==> config.mk <==
export PLATFORM = sky130hd
export DESIGN_NAME = uart_tx_periph
export DESIGN_NICKNAME = d
export VERILOG_FILES = /design/src/rtl/uart_tx_periph.sv
export SDC_FILE = /design/constraint.sdc
export NUM_CORES = 1
export LEC_CHECK = 0
export ABC_AREA = 1
export CAP_MARGIN = 20
export CORE_UTILIZATION = 35
export CTS_CLUSTER_DIAMETER = 30
export CTS_CLUSTER_SIZE = 30
export DETAILED_ROUTE_END_ITERATION = 12
export HOLD_SLACK_MARGIN = 0.02
export PLACE_DENSITY = 0.61
export RECOVER_POWER = 25
export SLEW_MARGIN = 0
export SYNTH_ARGS = -nofsm -noshare
export SYNTH_HDL_FRONTEND = slang
export SYNTH_SLANG_ARGS = --single-unit
==> constraint.sdc <==
create_clock -name clk -period 2.28 [get_ports clk]
set_input_delay 0.456 -clock clk [delete_from_list [all_inputs] [get_ports clk]]
set_output_delay 0.456 -clock clk [all_outputs]
set_load 0.01 [all_outputs]
==> src/rtl/uart_tx_periph.sv <==
// -----------------------------------------------------------------------------
// uart_tx_periph
//
// Memory-mapped 8N1 UART transmitter for the MicroRV32Top data bus. CPU stores
// to TXDATA are queued in a byte FIFO and serialised onto tx, LSB first, with a
// programmable number of clocks per bit.
//
// Register map (bus_addr[3:2]):
//   0 TXDATA (W)   wdata[7:0] is queued; store stalls while the FIFO is full.
//   1 STATUS (R)   bit0 full, bit1 empty, bit2 busy, bits[7:4] fill count (sat. 15).
//   2 DIV    (R/W) bits[15:0] clocks per bit; writing 0 stores 1.
//   3 IRQEN  (R/W) bit0 interrupt enable (only with UART_TX_IRQ_EN), else reserved.
//
// Optional feature macro: UART_TX_IRQ_EN adds the irq output and register 3.
//
// Ports:
//   clk        system clock, rising edge
//   reset      synchronous active-low reset
//   bus_valid  access request, held until bus_ready
//   bus_write  1 = store, 0 = load
//   bus_addr   byte offset, [3:2] select the register
//   bus_wdata  store data
//   bus_ready  one-cycle completion pulse, one cycle after acceptance
//   bus_rdata  load data, valid while bus_ready = 1
//   tx         serial output, idle high
//   irq        (UART_TX_IRQ_EN only) enable & fifo empty & serialiser idle
// -----------------------------------------------------------------------------
module uart_tx_periph #(
    parameter int          FIFO_DEPTH  = 8,
    parameter logic [15:0] DEFAULT_DIV = 16'd868
) (
    input  logic        clk,
    input  logic        reset,
    input  logic        bus_valid,
    input  logic        bus_write,
    input  logic [3:0]  bus_addr,
    input  logic [31:0] bus_wdata,
    output logic        bus_ready,
    output logic [31:0] bus_rdata,
    output logic        tx
`ifdef UART_TX_IRQ_EN
    ,
    output logic        irq
`endif
);

    localparam int AW = (FIFO_DEPTH > 1) ? $clog2(FIFO_DEPTH) : 1;
    localparam int CW = AW + 1;

    typedef enum logic [1:0] {
        IDLE  = 2'd0,
        START = 2'd1,
        DATA  = 2'd2,
        STOP  = 2'd3
    } state_t;

    typedef enum logic [1:0] {
        REG_TXDATA = 2'd0,
        REG_STATUS = 2'd1,
        REG_DIV    = 2'd2,
        REG_AUX    = 2'd3
    } reg_sel_t;

    // FIFO
    logic [7:0]    fifo_mem [FIFO_DEPTH];
    logic [AW-1:0] wr_ptr;
    logic [AW-1:0] rd_ptr;
    logic [CW-1:0] fifo_count;
    logic          fifo_full;
    logic          fifo_empty;
    logic          push;
    logic          pop;

    // Serialiser
    state_t        state;
    logic [7:0]    shift;
    logic [15:0]   bit_cnt;
    logic [2:0]    bit_idx;
    logic          bit_done;
    logic [15:0]   div;

    // Bus
    reg_sel_t      sel;
    logic          req;
    logic          stall;
    logic          accept;
    logic [31:0]   rd_val;
    logic [3:0]    fill_sat;

`ifdef UART_TX_IRQ_EN
    logic          irq_en;
`endif

    // Address bits [1:0] and the upper store data bits have no function.
    logic unused_bits;
    assign unused_bits = ^{bus_wdata[31:16], bus_addr[1:0]};

    assign fifo_empty = (fifo_count == '0);
    assign fifo_full  = (fifo_count == CW'(FIFO_DEPTH));
    assign bit_done   = (bit_cnt == 16'd0);

    // The serialiser pops when idle, or at the end of a stop bit so the next
    // start bit follows without an idle gap.
    assign pop = !fifo_empty && ((state == IDLE) || ((state == STOP) && bit_done));

    assign sel    = reg_sel_t'(bus_addr[3:2]);
    assign req    = bus_valid && !bus_ready;
    // A store into a full FIFO waits, unless a slot frees in this very cycle.
    assign stall  = req && bus_write && (sel == REG_TXDATA) && fifo_full && !pop;
    assign accept = req && !stall;
    assign push   = accept && bus_write && (sel == REG_TXDATA);

    // -------------------------------------------------------------------------
    // Read mux
    // -------------------------------------------------------------------------
    always_comb begin
        // NOTE: every signal driven here gets a default first, so no path
        // leaves it unassigned and no latch is inferred.
        rd_val   = 32'd0;
        fill_sat = (32'(fifo_count) > 32'd15) ? 4'hF : 4'(fifo_count);
        case (sel)
            REG_STATUS: rd_val = {24'd0, fill_sat, 1'b0, (state != IDLE), fifo_empty, fifo_full};
            REG_DIV:    rd_val = {16'd0, div};
`ifdef UART_TX_IRQ_EN
            REG_AUX:    rd_val = {31'd0, irq_en};
`endif
            default:    rd_val = 32'd0;
        endcase
    end

    // -------------------------------------------------------------------------
    // FIFO
    // -------------------------------------------------------------------------
    // NOTE: the storage array is deliberately not reset; pointers and count
    // alone decide which entries are valid, so the array can map onto RAM.
    always_ff @(posedge clk) begin
        if (push) begin
            fifo_mem[wr_ptr] <= bus_wdata[7:0];
        end
    end

    always_ff @(posedge clk) begin
        if (!reset) begin
            wr_ptr     <= '0;
            rd_ptr     <= '0;
            fifo_count <= '0;
        end else begin
            if (push) begin
                wr_ptr <= wr_ptr + AW'(1);
            end
            if (pop) begin
                rd_ptr <= rd_ptr + AW'(1);
            end
            case ({push, pop})
                2'b10:   fifo_count <= fifo_count + CW'(1);
                2'b01:   fifo_count <= fifo_count - CW'(1);
                default: fifo_count <= fifo_count;
            endcase
        end
    end

    // -------------------------------------------------------------------------
    // Bus registers and handshake
    // -------------------------------------------------------------------------
    always_ff @(posedge clk) begin
        if (!reset) begin
            bus_ready <= 1'b0;
            bus_rdata <= 32'd0;
            div       <= DEFAULT_DIV;
`ifdef UART_TX_IRQ_EN
            irq_en    <= 1'b0;
`endif
        end else begin
            bus_ready <= accept;
            bus_rdata <= (accept && !bus_write) ? rd_val : 32'd0;
            if (accept && bus_write) begin
                case (sel)
                    REG_DIV: div <= (bus_wdata[15:0] == 16'd0) ? 16'd1 : bus_wdata[15:0];
`ifdef UART_TX_IRQ_EN
                    REG_AUX: irq_en <= bus_wdata[0];
`endif
                    default: ;
                endcase
            end
        end
    end

    // -------------------------------------------------------------------------
    // Serialiser FSM. bit_cnt counts DIV-1 down to 0 for every bit; it is
    // reloaded from div at each bit boundary, so a DIV write mid-frame only
    // changes the length of the following bits.
    // -------------------------------------------------------------------------
    // NOTE: state registers use non-blocking assignments so each one samples
    // pre-edge values regardless of statement order.
    always_ff @(posedge clk) begin
        if (!reset) begin
            state   <= IDLE;
            tx      <= 1'b1;
            shift   <= 8'd0;
            bit_cnt <= 16'd0;
            bit_idx <= 3'd0;
        end else begin
            case (state)
                IDLE: begin
                    tx <= 1'b1;
                    if (pop) begin
                        shift   <= fifo_mem[rd_ptr];
                        bit_cnt <= div - 16'd1;
                        state   <= START;
                        tx      <= 1'b0;
                    end
                end
                START: begin
                    if (bit_done) begin
                        state   <= DATA;
                        tx      <= shift[0];
                        bit_cnt <= div - 16'd1;
                        bit_idx <= 3'd0;
                    end else begin
                        bit_cnt <= bit_cnt - 16'd1;
                    end
                end
                DATA: begin
                    if (bit_done) begin
                        bit_cnt <= div - 16'd1;
                        if (bit_idx == 3'd7) begin
                            state <= STOP;
                            tx    <= 1'b1;
                        end else begin
                            bit_idx <= bit_idx + 3'd1;
                            shift   <= {1'b0, shift[7:1]};
                            tx      <= shift[1];
                        end
                    end else begin
                        bit_cnt <= bit_cnt - 16'd1;
                    end
                end
                STOP: begin
                    if (bit_done) begin
                        bit_cnt <= div - 16'd1;
                        if (pop) begin
                            shift <= fifo_mem[rd_ptr];
                            state <= START;
                            tx    <= 1'b0;
                        end else begin
                            state <= IDLE;
                            tx    <= 1'b1;
                        end
                    end else begin
                        bit_cnt <= bit_cnt - 16'd1;
                    end
                end
                default: begin
                    state <= IDLE;
                    tx    <= 1'b1;
                end
            endcase
        end
    end

`ifdef UART_TX_IRQ_EN
    always_ff @(posedge clk) begin
        if (!reset) begin
            irq <= 1'b0;
        end else begin
            irq <= irq_en && fifo_empty && (state == IDLE);
        end
    end
`endif

endmodule
==> metrics.md, run 1 <==
| Metric | Value |
|---|---|
| Status | `finished clean` |
| Wirelength per Cell | `13.5 um` |
| Antenna Diode Count | `0` |
| Critical path fanouts, max | `3` |
| Number of cells on the worst hold path | `2` |
| Post-synthesis cell count | `~840` |
| Drt first pass iters | `5` |
| Max incr delay on CP | `around 0.33 ns` |
| Reg-to-Reg End | `fifo_count[3]$_SDFFE_PN0P_` |
| Final cell count without fillers | `between 1k and 1.5k` |
| Initial antenna violation count | `0` |
| Post-synth EDFFs | `64` |
| Power Dens Cells | `around 1100 mW/mm^2` |
| Top_reg_cell synth | `dfxtp_1` |
| Layout cells sized above 1 | `14.7%` |
| DR iter-0 viols | `390` |
| Die span in x | `143 um` |
| Die Area | `0.0203 mm^2` |
| Reg2reg start | `bit_cnt[0]$_SDFFE_PN0P_` |
| Ratio of final minimum period to clock period | `98.3%` |
| CTS Buf Count | `17` |
| Starting density of the core | `between 30% and 40%` |
| Fin crit period | `2.24 ns` |
| Number of cell rows | `51` |
| CP bufs+invs | `4` |
| Dpl cell area | `0.00791 mm^2` |
| Post-DP HPWL | `11.8 mm` |
| Setup TNS | `0 ns` |
| DR vias | `approximately 5.6k` |
| Worst Setup End Kind | `flip-flop` |
| R2R Setup Slk | `around 0.039 ns` |
| Register area share after synthesis | `49.8%` |
| Critical Path AT | `2.60 ns` |
| Count of max-cap constraint violations | `0` |
| Die Y | `about 140 um` |
| Worst-case hold slack | `0.478 ns` |
| CTS tree | `done` |
| Final Hold Viols | `0` |
| Post-route DRC | `0` |
| Final Slew Violations | `0` |
| # placed instances | `1171` |
| Met1 Use GR | `a little under a quarter` |
| Post-Synthesis Cell Area | `0.00691 mm^2` |
| Vias in the first global route | `roughly 5k` |
| Total chip power | `9.26 mW` |
| Design area | `0.00859 mm^2` |
| Peak supply drop | `roughly 0.60 mV` |
| Avg Cell Area, Syn | `8.25 um^2` |
| Global route hottest layer | `met2` |
| Clk_skew | `0.00845 ns` |
| Global Route Usage Sum | `16.9%` |
| Total length of routed wires | `about 16 mm` |
| HP Start | `shift[4]$_SDFFE_PN0P_` |
| Hold endpoint | `shift[4]$_SDFFE_PN0P_` |
| Total core area | `0.0194 mm^2` |
| Buffers on Ports | `39` |
| RSZ-0062 raised after global routing | `true` |
| Critical Path Source Type | `flip-flop` |
| Final setup vio count | `0` |
| # H-tree levels | `4` |
| I/O pins | `74` |
| Family with the most delay on the worst path | `simple AND/OR/NAND/NOR gates` |
| Global-route wire length before repair | `26.1 mm` |
| Grt met3 use | `2.89%` |
| Synth async-reset ratio | `0%` |
| Clock Latency Late Sink | `0.42 ns` |
| Fmax | `446 MHz` |
| Largest net degree at the start of global routing | `33` |
| Via/cell ratio | `roughly 4.6` |
| CP max-delay cell | `dfxtp_2` |
| Required @ worst endpoint | `2.64 ns` |
| Global route overflow | `0` |
| Most numerous cell on the critical path | `nand2_4` |
| Reg2Reg Depth | `19` |
| CP startpoint | `bit_cnt[0]$_SDFFE_PN0P_` |
| Slew headroom | `62.5%` |
| Post-synth cell types | `39` |
| Yosys warns | `0` |
| GP Congestion | `0.798` |
| CP Class | `flip-flop to flip-flop` |
| Filler Cell Count | `1927` |
| Flop and latch count out of synthesis | `140` |
| Root buf cell | `clkbuf_16` |
| Min-Delay Path Class | `flip-flop to flip-flop` |
| Leak | `around 3.6 nW` |
| Final nets | `988` |
| Area grow syn2layout | `24.3%` |
| Hold buffer count at CTS | `0` |
| Slew at the pin with the worst max-slew slack | `0.563 ns` |
| Post-DRT Antenna Nets | `0` |
| Met2 usage | `26.8%` |
| Critical Path, Cell by Cell | `inv_2, ha_4, inv_2, nor2_2, nand2_2, nor2_4, nand3_4, nand2_4, inv_4, nand2_4, nand2_4, ha_4, buf_6, xor2_2, nand3_1, nand2_1, xor2_1, nand2_1, a21oi_1` |
| Clock sink count | `140` |
| Clk buf depth | `2` |
| Clock transition at path regs | `0.06 ns` |
-- worst register-to-register path, cell delays in order, from the launching register on --
cell and delay [ns]:
dfxtp_2 0.33, inv_2 0.08, ha_4 0.13, inv_2 0.03, nor2_2 0.10, nand2_2 0.06
nor2_4 0.14, nand3_4 0.10, nand2_4 0.11, inv_4 0.04, nand2_4 0.06, nand2_4 0.05
ha_4 0.17, buf_6 0.12, xor2_2 0.13, nand3_1 0.11, nand2_1 0.08, xor2_1 0.15
nand2_1 0.07, a21oi_1 0.13
-- cells in the final DEF, fill, tap and decap left out, types with 12 or more instances in the layout --
master           Yosys  final
inv_1               78     75
clkdlybuf4s50_1      0     32
buf_4               17     50
o21ai_0             60     58
ha_1                18     14
nor2_2              14     13
clkbuf_16            0     17
nand2_1            189    189
edfxtp_1            64     64
dfxtp_1             76     74
xor2_1              13     12
conb_1               1     16
a21oi_1             39     38
nand3_1             97     96
nor2_1              89     86
-- how the worst max path moves through the flow --
| stage | endpoint | depth (start not counted) |
|---|---|---|
| after floorplan | fifo_count[2]$_SDFFE_PN0P_ | 19 |
| after global placement | fifo_count[2]$_SDFFE_PN0P_ | 14 |
| final | fifo_count[3]$_SDFFE_PN0P_ | 19 |
| after CTS | fifo_count[3]$_SDFFE_PN0P_ | 19 |
| after detailed placement | fifo_count[2]$_SDFFE_PN0P_ | 14 |
| after global routing | fifo_count[3]$_SDFFE_PN0P_ | 19 |
-- layout make-up --
cell class	count	area, um^2	area share [%]
flip-flops and latches	140	3450	40.1
multi-input cells	586	3010	35.0
inverters	83	317	3.68
well taps	265	332	3.86
clock buffers	18	429	4.99
clock inverters	14	160	1.86
repair buffers	102	902	10.5
-- sequential cells by signal (all words and copies together) (netlist names), named ones only --
signal	flops
div	16
state	2
bit_idx	3
bus_ready	1
fifo_mem	64
fifo_count	4
shift	8
wr_ptr	3
tx	1
bus_rdata	16
bit_cnt	16
rd_ptr	3
-- layer usage --
layer | up-vias | part of all wire [%]
li1 | 2915 | -
met1 | 2567 | 49
met2 | 95 | 46
met3 | 17 | 3.3
met4 | 0 | 1.5
met5 | - | 0
-- report_power, final --
| part | switching, mW | total [mW] | leakage [nW] | internal (mW) |
|---|---|---|---|---|
| clock | 1.12 | 2.76 | 0.275 | 1.63 |
| combinational | 2.07 | 3.38 | 2.09 | 1.31 |
| sequential | 0.234 | 3.12 | 1.20 | 2.89 |
-- cells by family after synthesis --
family                   share of synthesized area, %
AO/OA/AOI/OAI                                    8.67
XOR/XNOR                                         2.03
adder cells (fa/ha/maj)                          3.26
buffers and inverters                            8.60
flip-flops                                       49.8
other                                          0.0543
AND/OR/NAND/NOR                                  27.6
-- Yosys cell counts (2+ instances only) --
cell / instances / share of area, %
nand2_1: 189 / 10
nand3_1: 97 / 7.0
nor2_1: 89 / 4.8
inv_1: 78 / 4.2
dfxtp_1: 76 / 22
edfxtp_1: 64 / 28
o21ai_0: 60 / 4.3
a21oi_1: 39 / 2.8
ha_1: 18 / 3.3
buf_4: 17 / 1.8
clkbuf_1: 14 / 0.76
nor2_2: 14 / 1.3
xor2_1: 13 / 1.6
buf_2: 7 / 0.51
o22ai_1: 7 / 0.63
buf_6: 6 / 0.98
nand2_4: 6 / 0.98
nand2_2: 5 / 0.45
nand3b_1: 4 / 0.43
nand4_1: 4 / 0.36
nor4_1: 4 / 0.36
o21ai_1: 4 / 0.29
inv_2: 3 / 0.16
xnor2_1: 3 / 0.38
clkinv_1: 2 / 0.11
nor3_1: 2 / 0.14
-- through the flow --
| step | util [%] | worst slack [ns] |
|---|---|---|
| final | 44.3 | 0.0390 |
| after detailed placement | 40.8 | -0.168 |
| after global placement | 40.8 | -0.168 |
| after floorplan | - | 0.0481 |
| after global routing | 44.3 | -0.131 |
| after CTS | 43.9 | 0.00537 |
-- what timing repair did --
| item | CTS | global route |
|---|---|---|
| resized for setup | 3 | 24 |
| hold endpoints to repair | 0 | 0 |
| endpoints found under the setup margin | 2 | 68 |
| pin swaps | 0 | 11 |
| buffers inserted | 0 | 5 |
Note: power is estimated with default switching activity, not from simulation.
==> inputs of run 2 (changes only) <==
--- a/config.mk
+++ b/config.mk
@@ -12,8 +12,9 @@
 export CTS_CLUSTER_SIZE = 30
 export DETAILED_ROUTE_END_ITERATION = 12
 export HOLD_SLACK_MARGIN = 0.02
-export PLACE_DENSITY = 0.61
+export PLACE_DENSITY = 0.59
 export RECOVER_POWER = 25
+export SETUP_SLACK_MARGIN = 0.4
 export SLEW_MARGIN = 0
 export SYNTH_ARGS = -nofsm -noshare
 export SYNTH_HDL_FRONTEND = slang
==> constraint.sdc (replaced) <==
create_clock -name clk -period 2.2 [get_ports clk]
set_input_delay 0.44 -clock clk [delete_from_list [all_inputs] [get_ports clk]]
set_output_delay 0.44 -clock clk [all_outputs]
set_load 0.01 [all_outputs]
==> run 2 against run 1 <==
Net effect:
- the flow now finishes with violations (negative setup slack)
- count of clock-buffer cells in the layout decreased by 1
- global-route usage increased by 0.56 points
- flip-flop and latch count did not move
- worst setup slack worse by 0.052 ns
- clock skew up 0.0018 ns
- routed wire length is 5.9% higher
- non-clock buffer count is 19 higher
- die area unchanged
- critical path type unchanged
- critical endpoint is now fifo_mem[2][2]$_DFFE_PP_
- largest power group unchanged
==> metrics.md, run 2 (synthesized netlist as in run 1, its figures left out) <==
| Metric | Value |
|---|---|
| Global route overflow | `0` |
| Power Dens Cells | `1120 mW/mm^2` |
| Ratio of final minimum period to clock period | `101%` |
| Buffers on Ports | `39` |
| RSZ-0062 raised after global routing | `true` |
| Reg2Reg Depth | `14` |
| Critical Path Source Type | `flip-flop` |
| Root buf cell | `clkbuf_16` |
| GP Congestion | `0.767` |
| Largest net degree at the start of global routing | `36` |
| Combinational fraction of design power | `40.6%` |
| Die Y | `around 140 um` |
| Leak | `3.69 nW` |
| Post-DP HPWL | `11.9 mm` |
| Layout cells sized above 1 | `19.8%` |
| Status | `finished, violations left` |
| Global-route wire length before repair | `27.0 mm` |
| Clk buf depth | `2` |
| Initial antenna violation count | `0` |
| Drt first pass iters | `5` |
| DR iter-0 viols | `463` |
| Crit path to | `fifo_mem[2][2]$_DFFE_PP_` |
| Worst Setup End Kind | `flip-flop` |
| Antenna Diode Count | `0` |
| Hold buffer count at CTS | `0` |
| Max FFs per register | `64` |
| Critical path fanouts, max | `8` |
| Fin crit period | `2.21 ns` |
| Count of max-cap constraint violations | `0` |
| Total length of routed wires | `roughly 17 mm` |
| Starting density of the core | `around 36%` |
| Post-route setup slack | `-0.0135 ns` |
| Global Route Usage Sum | `17.5%` |
| I/O pins | `74` |
| Sequential group share of total power | `a little under a third` |
| Min-Delay Path Class | `flip-flop to flip-flop` |
| CP startpoint | `bit_cnt[0]$_SDFFE_PN0P_` |
| HP Start | `rd_ptr[0]$_SDFFE_PN0N_` |
| Final Hold Viols | `0` |
| # H-tree levels | `4` |
| Post-route DRC | `0` |
| Number of cell rows | `51` |
| Critical Path AT | `2.32 ns` |
| Sw frac | `37.9%` |
| Clock share of power | `27.9%` |
| Total chip power | `roughly 10 mW` |
| Final setup vio count | `21` |
| Required @ worst endpoint | `2.30 ns` |
| Setup TNS | `-0.129 ns` |
| Post-DRT Antenna Nets | `0` |
| Clock transition at path regs | `0.06 ns` |
| Via/cell ratio | `about 4.7` |
| Peak supply drop | `approximately 0.7 mV` |
| Fmax | `452 MHz` |
| Total core area | `0.0194 mm^2` |
| CTS tree | `done` |
| Clock sink count | `140` |
| Clock Latency Late Sink | `between 0.4 and 0.5 ns` |
| # placed instances | `1177` |
| CP Class | `flip-flop to flip-flop` |
| Reg2reg start | `bit_cnt[0]$_SDFFE_PN0P_` |
| Slew headroom | `between 50 and 60%` |
| Die Area | `0.0203 mm^2` |
| Failing checks | `negative setup slack` |
| Final Util | `46.7%` |
| DR vias | `slightly below 6k` |
| Vias in the first global route | `5206` |
| CTS Buf Count | `17` |
| Slew at the pin with the worst max-slew slack | `0.640 ns` |
| Final nets | `1008` |
| Most common cell after layout, fill and taps aside | `nand2_1` |
| Reg-to-Reg End | `fifo_mem[2][2]$_DFFE_PP_` |
| Die span in x | `143 um` |
| R2R Setup Slk | `-0.01 ns` |
| Psw | `3.84 mW` |
| Most frequent cells in the layout | `186 x nand2_1, 93 x nand3_1, 74 x dfxtp_1` |
| Largest Register | `fifo_mem` |
| Wirelength per Cell | `approximately 14 um` |
| Int Pwr | `6.30 mW` |
| Final cell count without fillers | `1228` |
| Final Slew Violations | `0` |
| Area grow syn2layout | `31.0%` |
| Clk_skew | `about 0.010 ns` |
[run 2: cell types whose count changed in the layout (fill, tap and decap cells not counted), sizes merged]
cell / before / now
nand2: 200 / 201
buf: 57 / 75
dlymetal6s2s: 0 / 1
bufinv: 2 / 1
dlygate4sd3: 7 / 5
clkdlybuf4s50: 32 / 33
clkinv: 4 / 6
[run 2: per-stage QoR]
step / hold slack [ns] / worst slack (ns) / cell area, um^2
6_report: 0.483 / -0.0135 / 9050
5_1_grt: 0.517 / -0.171 / 9050
3_3_place_gp: 0.461 / -0.228 / 7980
2_1_floorplan: 0.438 / 0.0410 / 7040
3_5_place_dp: 0.470 / -0.287 / 7980
4_1_cts: 0.484 / 0.0281 / 8720
[run 2: power groups by stage]
| stage | clock network [mW] | registers [mW] | logic [mW] |
|---|---|---|---|
| 3_3_place_gp | 0 | 3.24 | 3.50 |
| 6_report | 2.83 | 3.20 | 4.12 |
| 3_5_place_dp | 0 | 3.24 | 3.53 |
| 5_1_grt | 2.97 | 3.23 | 4.60 |
| 4_1_cts | 2.86 | 3.19 | 3.77 |
| 2_1_floorplan | 0 | 3.21 | 2.53 |
[run 2: worst min-delay path by stage]
stage,depth (start not counted),to
CTS,2,div[4]$_SDFFE_PN0P_
finish,1,rd_ptr[0]$_SDFFE_PN0N_
floorplan,2,bus_rdata[11]$_SDFF_PN0_
detailed placement,2,shift[5]$_SDFFE_PN0P_
global route,2,shift[0]$_SDFFE_PN0P_
global placement,2,shift[5]$_SDFFE_PN0P_
[run 2: metal layers]
layer,GRT usage [%],share of wire [%],up-vias
met4,5.55,1.3,0
met5,0,0,-
met3,3.06,3.5,18
met2,27.6,47,137
li1,-,-,2954
met1,24.2,49,2687
[run 2: cell type report]
| class | count | area (um^2) |
|---|---|---|
| Inverter | 83 | 329 |
| Multi-Input combinational cell | 587 | 3270 |
| Clock inverter | 15 | 153 |
| Timing Repair Buffer | 121 | 1100 |
| Tap cell | 265 | 332 |
| Fill cell | 1865 | 10300 |
| Sequential cell | 140 | 3450 |
| Clock buffer | 17 | 425 |
[run 2: worst max-delay path, cell delays in order, from the launching register on]
cell and delay, ns:
dfxtp_2 0.32, inv_2 0.07, ha_4 0.14, inv_2 0.03
nor2_2 0.08, nand2_2 0.07, nor2_4 0.14, nand3_4 0.09
nand2_4 0.10, inv_4 0.04, nand2_4 0.06, nand2_4 0.05
buf_4 0.16, or2_4 0.29, nor2_4 0.23
[run 2: what timing repair did]
item / CTS / global route
hold endpoints to repair: 0 / 0
buffers inserted: 12 / 5
resized for setup: 17 / 74
setup endpoints to repair: 95 / 128
pin swaps: 6 / 15
cloned: 0 / 2
